`src/rtl/mem_port_arb.sv`:
```
// Arbitrates the single-port data RAM between the CPU MEM stage and the host loader/debug port.
// Latency: grant in cycle 0, RAM strobe in cycle 1; write ack in cycle 1, read ack in cycle 2+RD_LAT.
// Backpressure: cpu_stall freezes the pipeline until cpu_ack; host holds its request until host_ack.
module mem_port_arb #(
    parameter int DATA_W     = 8,
    parameter int ADDR_W     = 8,
    parameter int RD_LAT     = 1,
    parameter int STARVE_MAX = 4
) (
    input  logic              clk,
    input  logic              rst,
    input  logic              cpu_req,
    input  logic              cpu_we,
    input  logic [ADDR_W-1:0] cpu_addr,
    input  logic [DATA_W-1:0] cpu_wdata,
    output logic [DATA_W-1:0] cpu_rdata,
    output logic              cpu_ack,
    output logic              cpu_stall,
    input  logic              host_req,
    input  logic              host_we,
    input  logic [ADDR_W-1:0] host_addr,
    input  logic [DATA_W-1:0] host_wdata,
    output logic [DATA_W-1:0] host_rdata,
    output logic              host_ack,
    output logic              ram_en,
    output logic              ram_we,
    output logic [ADDR_W-1:0] ram_addr,
    output logic [DATA_W-1:0] ram_wdata,
    input  logic [DATA_W-1:0] ram_rdata
);
    localparam int SW = $clog2(STARVE_MAX + 1);
    localparam int CW = $clog2(RD_LAT + 1);
    localparam logic [SW-1:0] STARVE_LIM = SW'(STARVE_MAX);
    localparam logic [CW-1:0] WAIT_LAST  = CW'(RD_LAT - 1);

    typedef enum logic [1:0] {S_IDLE, S_ACCESS, S_WAIT, S_DONE} state_t;

    state_t        state;
    state_t        state_nxt;
    logic [SW-1:0] starve_cnt;
    logic [CW-1:0] wait_cnt;
    logic          owner_host;
    logic          lat_we;
    logic          any_req;
    logic          host_win;
    logic          wait_last;

    // Host only beats a waiting CPU once the CPU has won STARVE_MAX times in a row.
    assign any_req   = cpu_req | host_req;
    assign host_win  = host_req & (~cpu_req | (starve_cnt == STARVE_LIM));
    assign wait_last = (wait_cnt == WAIT_LAST);
    assign ram_we    = lat_we;
    assign cpu_stall = cpu_req & ~cpu_ack;

    // State register; reset abandons any access in flight.
    always_ff @(posedge clk or posedge rst) begin
        if (rst) state <= S_IDLE;
        else     state <= state_nxt;
    end

    // Next state: IDLE -> ACCESS -> (write) IDLE | (read) WAIT -> DONE -> IDLE.
    always_comb begin
        state_nxt = state;
        case (state)
            S_IDLE:   if (any_req) state_nxt = S_ACCESS;
            S_ACCESS: state_nxt = lat_we ? S_IDLE : S_WAIT;
            S_WAIT:   if (wait_last) state_nxt = S_DONE;
            S_DONE:   state_nxt = S_IDLE;
            default:  state_nxt = S_IDLE;
        endcase
    end

    // Outputs decoded from registered state/owner: strobe in ACCESS, ack on write ACCESS or DONE.
    always_comb begin
        ram_en   = 1'b0;
        cpu_ack  = 1'b0;
        host_ack = 1'b0;
        if (state == S_ACCESS) ram_en = 1'b1;
        if ((state == S_ACCESS && lat_we) || state == S_DONE) begin
            cpu_ack  = ~owner_host;
            host_ack = owner_host;
        end
    end

    // Grant latch, starvation counter, read-latency counter and read-data capture.
    always_ff @(posedge clk or posedge rst) begin
        if (rst) begin
            owner_host <= 1'b0;
            lat_we     <= 1'b0;
            ram_addr   <= '0;
            ram_wdata  <= '0;
            starve_cnt <= '0;
            wait_cnt   <= '0;
            cpu_rdata  <= '0;
            host_rdata <= '0;
        end else begin
            if (state == S_IDLE && any_req) begin
                owner_host <= host_win;
                lat_we     <= host_win ? host_we    : cpu_we;
                ram_addr   <= host_win ? host_addr  : cpu_addr;
                ram_wdata  <= host_win ? host_wdata : cpu_wdata;
                if (host_win) begin
                    starve_cnt <= '0;
                end else if (host_req && starve_cnt != STARVE_LIM) begin
                    starve_cnt <= starve_cnt + 1'b1;
                end
            end
            if (state == S_ACCESS) begin
                wait_cnt <= '0;
            end else if (state == S_WAIT) begin
                wait_cnt <= wait_cnt + 1'b1;
            end
            if (state == S_WAIT && wait_last) begin
                if (owner_host) host_rdata <= ram_rdata;
                else            cpu_rdata  <= ram_rdata;
            end
        end
    end
endmodule

```
`config.mk`:
```
export PLATFORM = sky130hd
export DESIGN_NAME = mem_port_arb
export DESIGN_NICKNAME = d
export VERILOG_FILES = /design/src/rtl/mem_port_arb.sv
export SDC_FILE = /design/constraint.sdc
export NUM_CORES = 1
export LEC_CHECK = 0
export ABC_AREA = 1
export CAP_MARGIN = 25
export CORE_MARGIN = 2
export CORE_UTILIZATION = 43
export DETAILED_ROUTE_END_ITERATION = 8
export GPL_TIMING_DRIVEN = 0
export HOLD_SLACK_MARGIN = 0.15
export PLACE_DENSITY_LB_ADDON = 0.15
export SLEW_MARGIN = 20
export SYNTH_ARGS = -nofsm -noshare
export SYNTH_HDL_FRONTEND = slang
export SYNTH_SLANG_ARGS = --single-unit
```
`constraint.sdc`:
```
create_clock -name clk -period 1.4 [get_ports clk]
set_input_delay 0.14 -clock clk [delete_from_list [all_inputs] [get_ports clk]]
set_output_delay 0.14 -clock clk [all_outputs]
set_load 0.1 [all_outputs]
```
After elaboration in Yosys (flattened, before gate mapping)
Index checks and enable logic that the tools add are counted.
{"block": "totals", "reg_bits": 40, "latchBits": 0, "mem_bits_rw": 0, "romBits": 0, "in_bits": 46, "out_inout_bits": 37, "elab_cells": 52, "n_memories": 0}
{"block": "op_classes", "add_sub_neg": 2, "multipliers": 0, "div": 0, "order_cmp": 0, "n_eq_ne": 7, "shift": 0, "muxes": 14, "n_bitwise": 8, "n_reduce_logical": 12}
{"cell": "2-to-1 mux 8 bit", "n": 2}
{"cell": "case mux 2 bit (4 select lines)", "n": 1}
{"cell": "AND reduction 2 bit", "n": 4}
{"cell": "2-to-1 mux 1 bit", "n": 6}
{"cell": "2-to-1 mux 2 bit", "n": 3}
{"cell": "2-to-1 mux 3 bit", "n": 2}
{"cell": "== test 2 bit, second input constant", "n": 2}
{"cell": "logical AND 1 bit", "n": 4}
{"cell": "!= test 2 bit, second input constant", "n": 2}
{"cell": "NOT 1 bit", "n": 4}
{"cell": "nonzero test 2 bit", "n": 2}
{"cell": "adder 3 x 1 -> 3 bit, second input constant", "n": 1}
{"cell": "== test 3 bit, second input constant", "n": 1}
{"cell": "!= test 3 bit, second input constant", "n": 1}
{"cell": "AND 1 bit", "n": 2}
{"cell": "== test 2 x 1 -> 1 bit, second input constant", "n": 1}
{"cell": "zero test 2 bit", "n": 1}
{"cell": "bitwise OR 1 bit", "n": 2}
{"cell": "adder 1 bit, second input constant", "n": 1}
{"cell": "logical OR 1 bit", "n": 1}

Depth between registers and ports, before layout
{"block": "depth", "word_depth": 6, "ltp_mapped": 9, "depth_no_buf": 8}

Worst setup path before layout
OpenSTA, ideal clock, no wires.
{"block": "synth_path", "kind": "flip-flop to output port", "from": "register with a tool-made name", "to": "output cpu_stall", "arrival_ns": 3.763, "t_required_ns": 1.260, "setup_slack_ns": -2.503, "path_stages_with_launch": 6, "path_buffers": 0, "cell_sequence": "dfrtp_1 -> inv_1 -> ha_1 -> a21oi_1 -> nor2_1 -> nor2_1"}
{"element": "end: declaration", "line_no": "18", "rtl": "output logic cpu_stall,"}

Final worst setup path
{"block": "layout_path", "from": "register state[0]", "to": "output cpu_stall"}
{"block": "layout_via", "elab_chain_len": 6, "elab_cells_between_ends": 7, "classes_between": "eq/ne (2); mux (1); bitwise (2); reduce/logical (2)"}
{"element": "start: declaration", "line_no": "38", "rtl": "state_t state;"}
{"element": "start signal: assignment", "line_no": "58", "rtl": "else state <= state_nxt;"}
{"element": "== test 2 x 1 -> 1 bit", "line_no": "79", "rtl": "if ((state == S_ACCESS && lat_we) || state == S_DONE) begin"}
{"element": "logical AND 1 bit", "line_no": "79"}
{"element": "logical OR 1 bit (*)", "line_no": "79"}
{"element": "2-to-1 mux 1 bit (*)", "line_no": "79"}
{"element": "NOT 1 bit (*)", "line_no": "53", "rtl": "assign cpu_stall = cpu_req & ~cpu_ack;"}
{"element": "AND 1 bit (*)", "line_no": "53"}
Mark *: on every way between the ends. The rest lies on a longest branch, timed or not.

==> metrics.md <==
| Metric | Value |
|---|---|
| CTS tree | `done` |
| Worst Path Class, Setup | `reg2out` |
| CTS sink count | `40` |
| Die X | `73.67 um` |
| Synth top area cells | `dfrtp_1 (48%), nand2_1 (14%), inv_1 (9.2%)` |
| Routed via count | `1,995` |
| Pin count of the biggest net entering global routing | `28` |
| Worst Path Max Fanout | `3` |
| Avg WL per Cell | `12.82 um` |
| Global-route usage over all layers | `20.47%` |
| Placement row count | `25` |
| Crit path from | `state[0]$_DFFE_PP0P_` |
| Number of buffers created by CTS | `5` |
| Ys Warns | `0` |
| Largest area contributor in the netlist | `dfrtp_1` |
| Clock Pin Slew Worst Setup and Hold Paths | `0.09 ns` |
| Max Cap Violations | `0` |
| Critical path startpoint category | `register` |
| Port Buf Inserts | `82` |
| Global-route wire length before repair | `8542 um` |
| Fmax | `620.7 MHz` |
| # setup viols final | `21` |
| Failing checks | `setup timing` |
| Starting density of the core | `44.48%` |
| DPL Wire Length | `3514 um` |
| Syn Std Cell Area | `0.002087 mm^2` |
| Final-layout fill cell count | `347` |
| Vias per cell | `4.661` |
| N_diodes | `0` |
| Mapped Cells | `260` |
| Clock skew | `0.006781 ns` |
| Largest family of logic cells by synthesized area | `simple AND/OR/NAND/NOR gates` |
| Post-synthesis simple-gate area fraction | `27.34%` |
| Vias in the first global route | `1,951` |
| Drt total wl | `5488 um` |
| Critical Path AT | `1.47 ns` |
| Fin. Hold Viols | `0` |
| Post-synthesis mux area share | `0%` |
| Post-synth cell types | `19` |
| Slew Limit Fails | `0` |
| Xor and xnor fraction of the mapped netlist area | `0.4197%` |
| Syn_area_per_cell | `8.027 um^2` |
| Compound-Gate Fraction of Synth Area | `5.935%` |
| Relative slew slack | `62.16%` |
| Routability congestion estimate | `0.7080` |
| I/O pin cnt | `83` |
| Final worst path period need | `1.611 ns` |
| Worst setup margin | `-0.2110 ns` |
| Period Utilization, post-route | `115.1%` |
| Reg2Reg Setup Slack | `-0.05 ns` |
| Layout cells sized above 1 | `29.68%` |
| R2r worst-path depth | `7` |
| Share of the synthesized area in the top cell type | `47.96%` |
| FF-to-FF Start | `state[0]$_DFFE_PP0P_` |
| Final Cell Area | `0.003537 mm^2` |
| # DRC | `0` |
| Die Y | `73.67 um` |
| Final nets | `425` |
| Core ar. | `0.004692 mm^2` |
| HP Class | `in2reg` |
| RSZ-0062 raised after global routing | `true` |
| Commonest non-fill, non-tap cells in the layout | `nand2_1 (75), inv_1 (48), clkdlybuf4s50_1 (45)` |
| Sequential-to-total area share from yosys stat | `47.96%` |
| CP Capture Type | `output pin` |
| Area Overhead vs Synth | `69.48%` |
| Post-Synth Adder-Cell Area | `3.597%` |
| Syn_nets | `312` |
| Reg2reg end | `host_rdata[0]$_DFFE_PP0P_` |
| H-tree levels | `2` |
| Status | `complete, but fails checks` |
| Clock latency on the worst-skew pair | `0.29 ns` |
| WP data required | `1.26 ns` |
| Clk root buf | `clkbuf_8` |
| DRT iter0 DRCs | `72` |
| Worst-Margin Slew | `0.5702 ns` |
| Flop and latch count out of synthesis | `40` |
| GR Overflow Total | `0` |
| Setup crit end | `cpu_stall` |
| Detailed-router iteration count before antenna repair | `4` |
| Dpl cell area | `0.003043 mm^2` |
| Initial antenna violation count | `0` |
| CTS max path bufs | `2` |
| Most common cell after layout, fill and taps aside | `nand2_1` |
| Die area | `0.005427 mm^2` |
| Detail Route Antenna Nets | `0` |
-- cell usage after synthesis --
library cell,n
inv_1,51
o21ai_1,5
nand2_4,2
a21oi_1,2
o21ai_2,1
inv_2,1
xor2_1,1
o21ai_0,16
clkinv_1,1
nor2_1,6
dfrtp_1,40
nand3_2,1
nand3_1,37
nand2_2,1
buf_4,1
ha_1,6
nand2_1,77
nand3_4,2
buf_6,9
-- per-layer routing --
metal | global-route usage, % | vias to the layer above | part of all wire [%]
li1 | - | 1019 | -
met1 | 25.22 | 924 | 43
met2 | 36.31 | 47 | 52
met3 | 3.704 | 5 | 4.2
met4 | 6.061 | 0 | 0.87
met5 | 0 | - | 0
-- area by class of cell --
type / instances / area [um^2] / area share [%]
Timing Repair Buffer: 106 / 1132 / 32.01
Tap cell: 54 / 67.56 / 1.910
Clock inverter: 3 / 46.29 / 1.309
Multi-Input combinational cell: 157 / 899.6 / 25.43
Sequential cell: 40 / 1005 / 28.40
Inverter: 53 / 201.4 / 5.695
Buffer: 10 / 116.4 / 3.290
Clock buffer: 5 / 68.82 / 1.946
-- registers in the layout, summed over array words and instances (netlist names), named ones only --
name / flops
owner_host: 1
wait_cnt: 1
state: 1
ram_wdata: 8
starve_cnt: 3
cpu_rdata: 8
ram_addr: 8
ram_we: 1
host_rdata: 8
-- stage by stage --
| step | setup TNS [ns] | instances | util (%) | hold WS [ns] | setup WS [ns] |
|---|---|---|---|---|---|
| floorplan | -0.9154 | 260 | - | 0.2845 | -0.5142 |
| global placement | -30.65 | 396 | 64.43 | 0.4619 | -0.8822 |
| detailed placement | -10.75 | 397 | 64.85 | 0.4338 | -0.9018 |
| CTS | -0.5230 | 417 | 71.71 | 0.3985 | -0.2171 |
| global route | -2.272 | 428 | 75.39 | 0.4296 | -0.2506 |
| finish | -0.7244 | 428 | 75.39 | 0.4087 | -0.2110 |
-- worst max-delay path: stages (launching register included) --
cell and delay, ns:
dfrtp_2 0.45, ha_2 0.21, a21oi_4 0.16, nor2_4 0.07, nor2_4 0.11, buf_12 0.18
-- what timing repair did --
action | CTS | global route
endpoints found under the setup margin | 63 | 41
pin swaps | 3 | 4
cloned | 0 | 2
gates resized for setup | 144 | 37
buffers inserted | 11 | 9
hold buffers | 1 | 0
hold endpoints to repair | 13 | 0
-- how the worst min path moves through the flow --
| stage | startpoint | end | cells past startpoint |
|---|---|---|---|
| after detailed placement | rst | ram_wdata[2]$_DFFE_PP0P_ | 2 |
| after floorplan | ram_rdata[1] | cpu_rdata[1]$_DFFE_PP0P_ | 2 |
| after global routing | ram_rdata[2] | host_rdata[2]$_DFFE_PP0P_ | 3 |
| after CTS | ram_rdata[5] | cpu_rdata[5]$_DFFE_PP0P_ | 3 |
| after global placement | ram_addr[4]$_DFFE_PP0P_ | ram_addr[4]$_DFFE_PP0P_ | 2 |
| final | ram_rdata[0] | cpu_rdata[0]$_DFFE_PP0P_ | 3 |
-- cells by family (layout without fill, tap and decap cells) --
kind of cell,Yosys count,count (layout)
AO/OA/AOI/OAI,24,24
flip-flops,40,40
buffers and inverters,63,177
AND/OR/NAND/NOR,126,126
adder cells (fa/ha/maj),6,6
XOR/XNOR,1,1
Power is not shown: default switching activity piles up to over one toggle a cycle in this logic, so the estimate is an artifact.
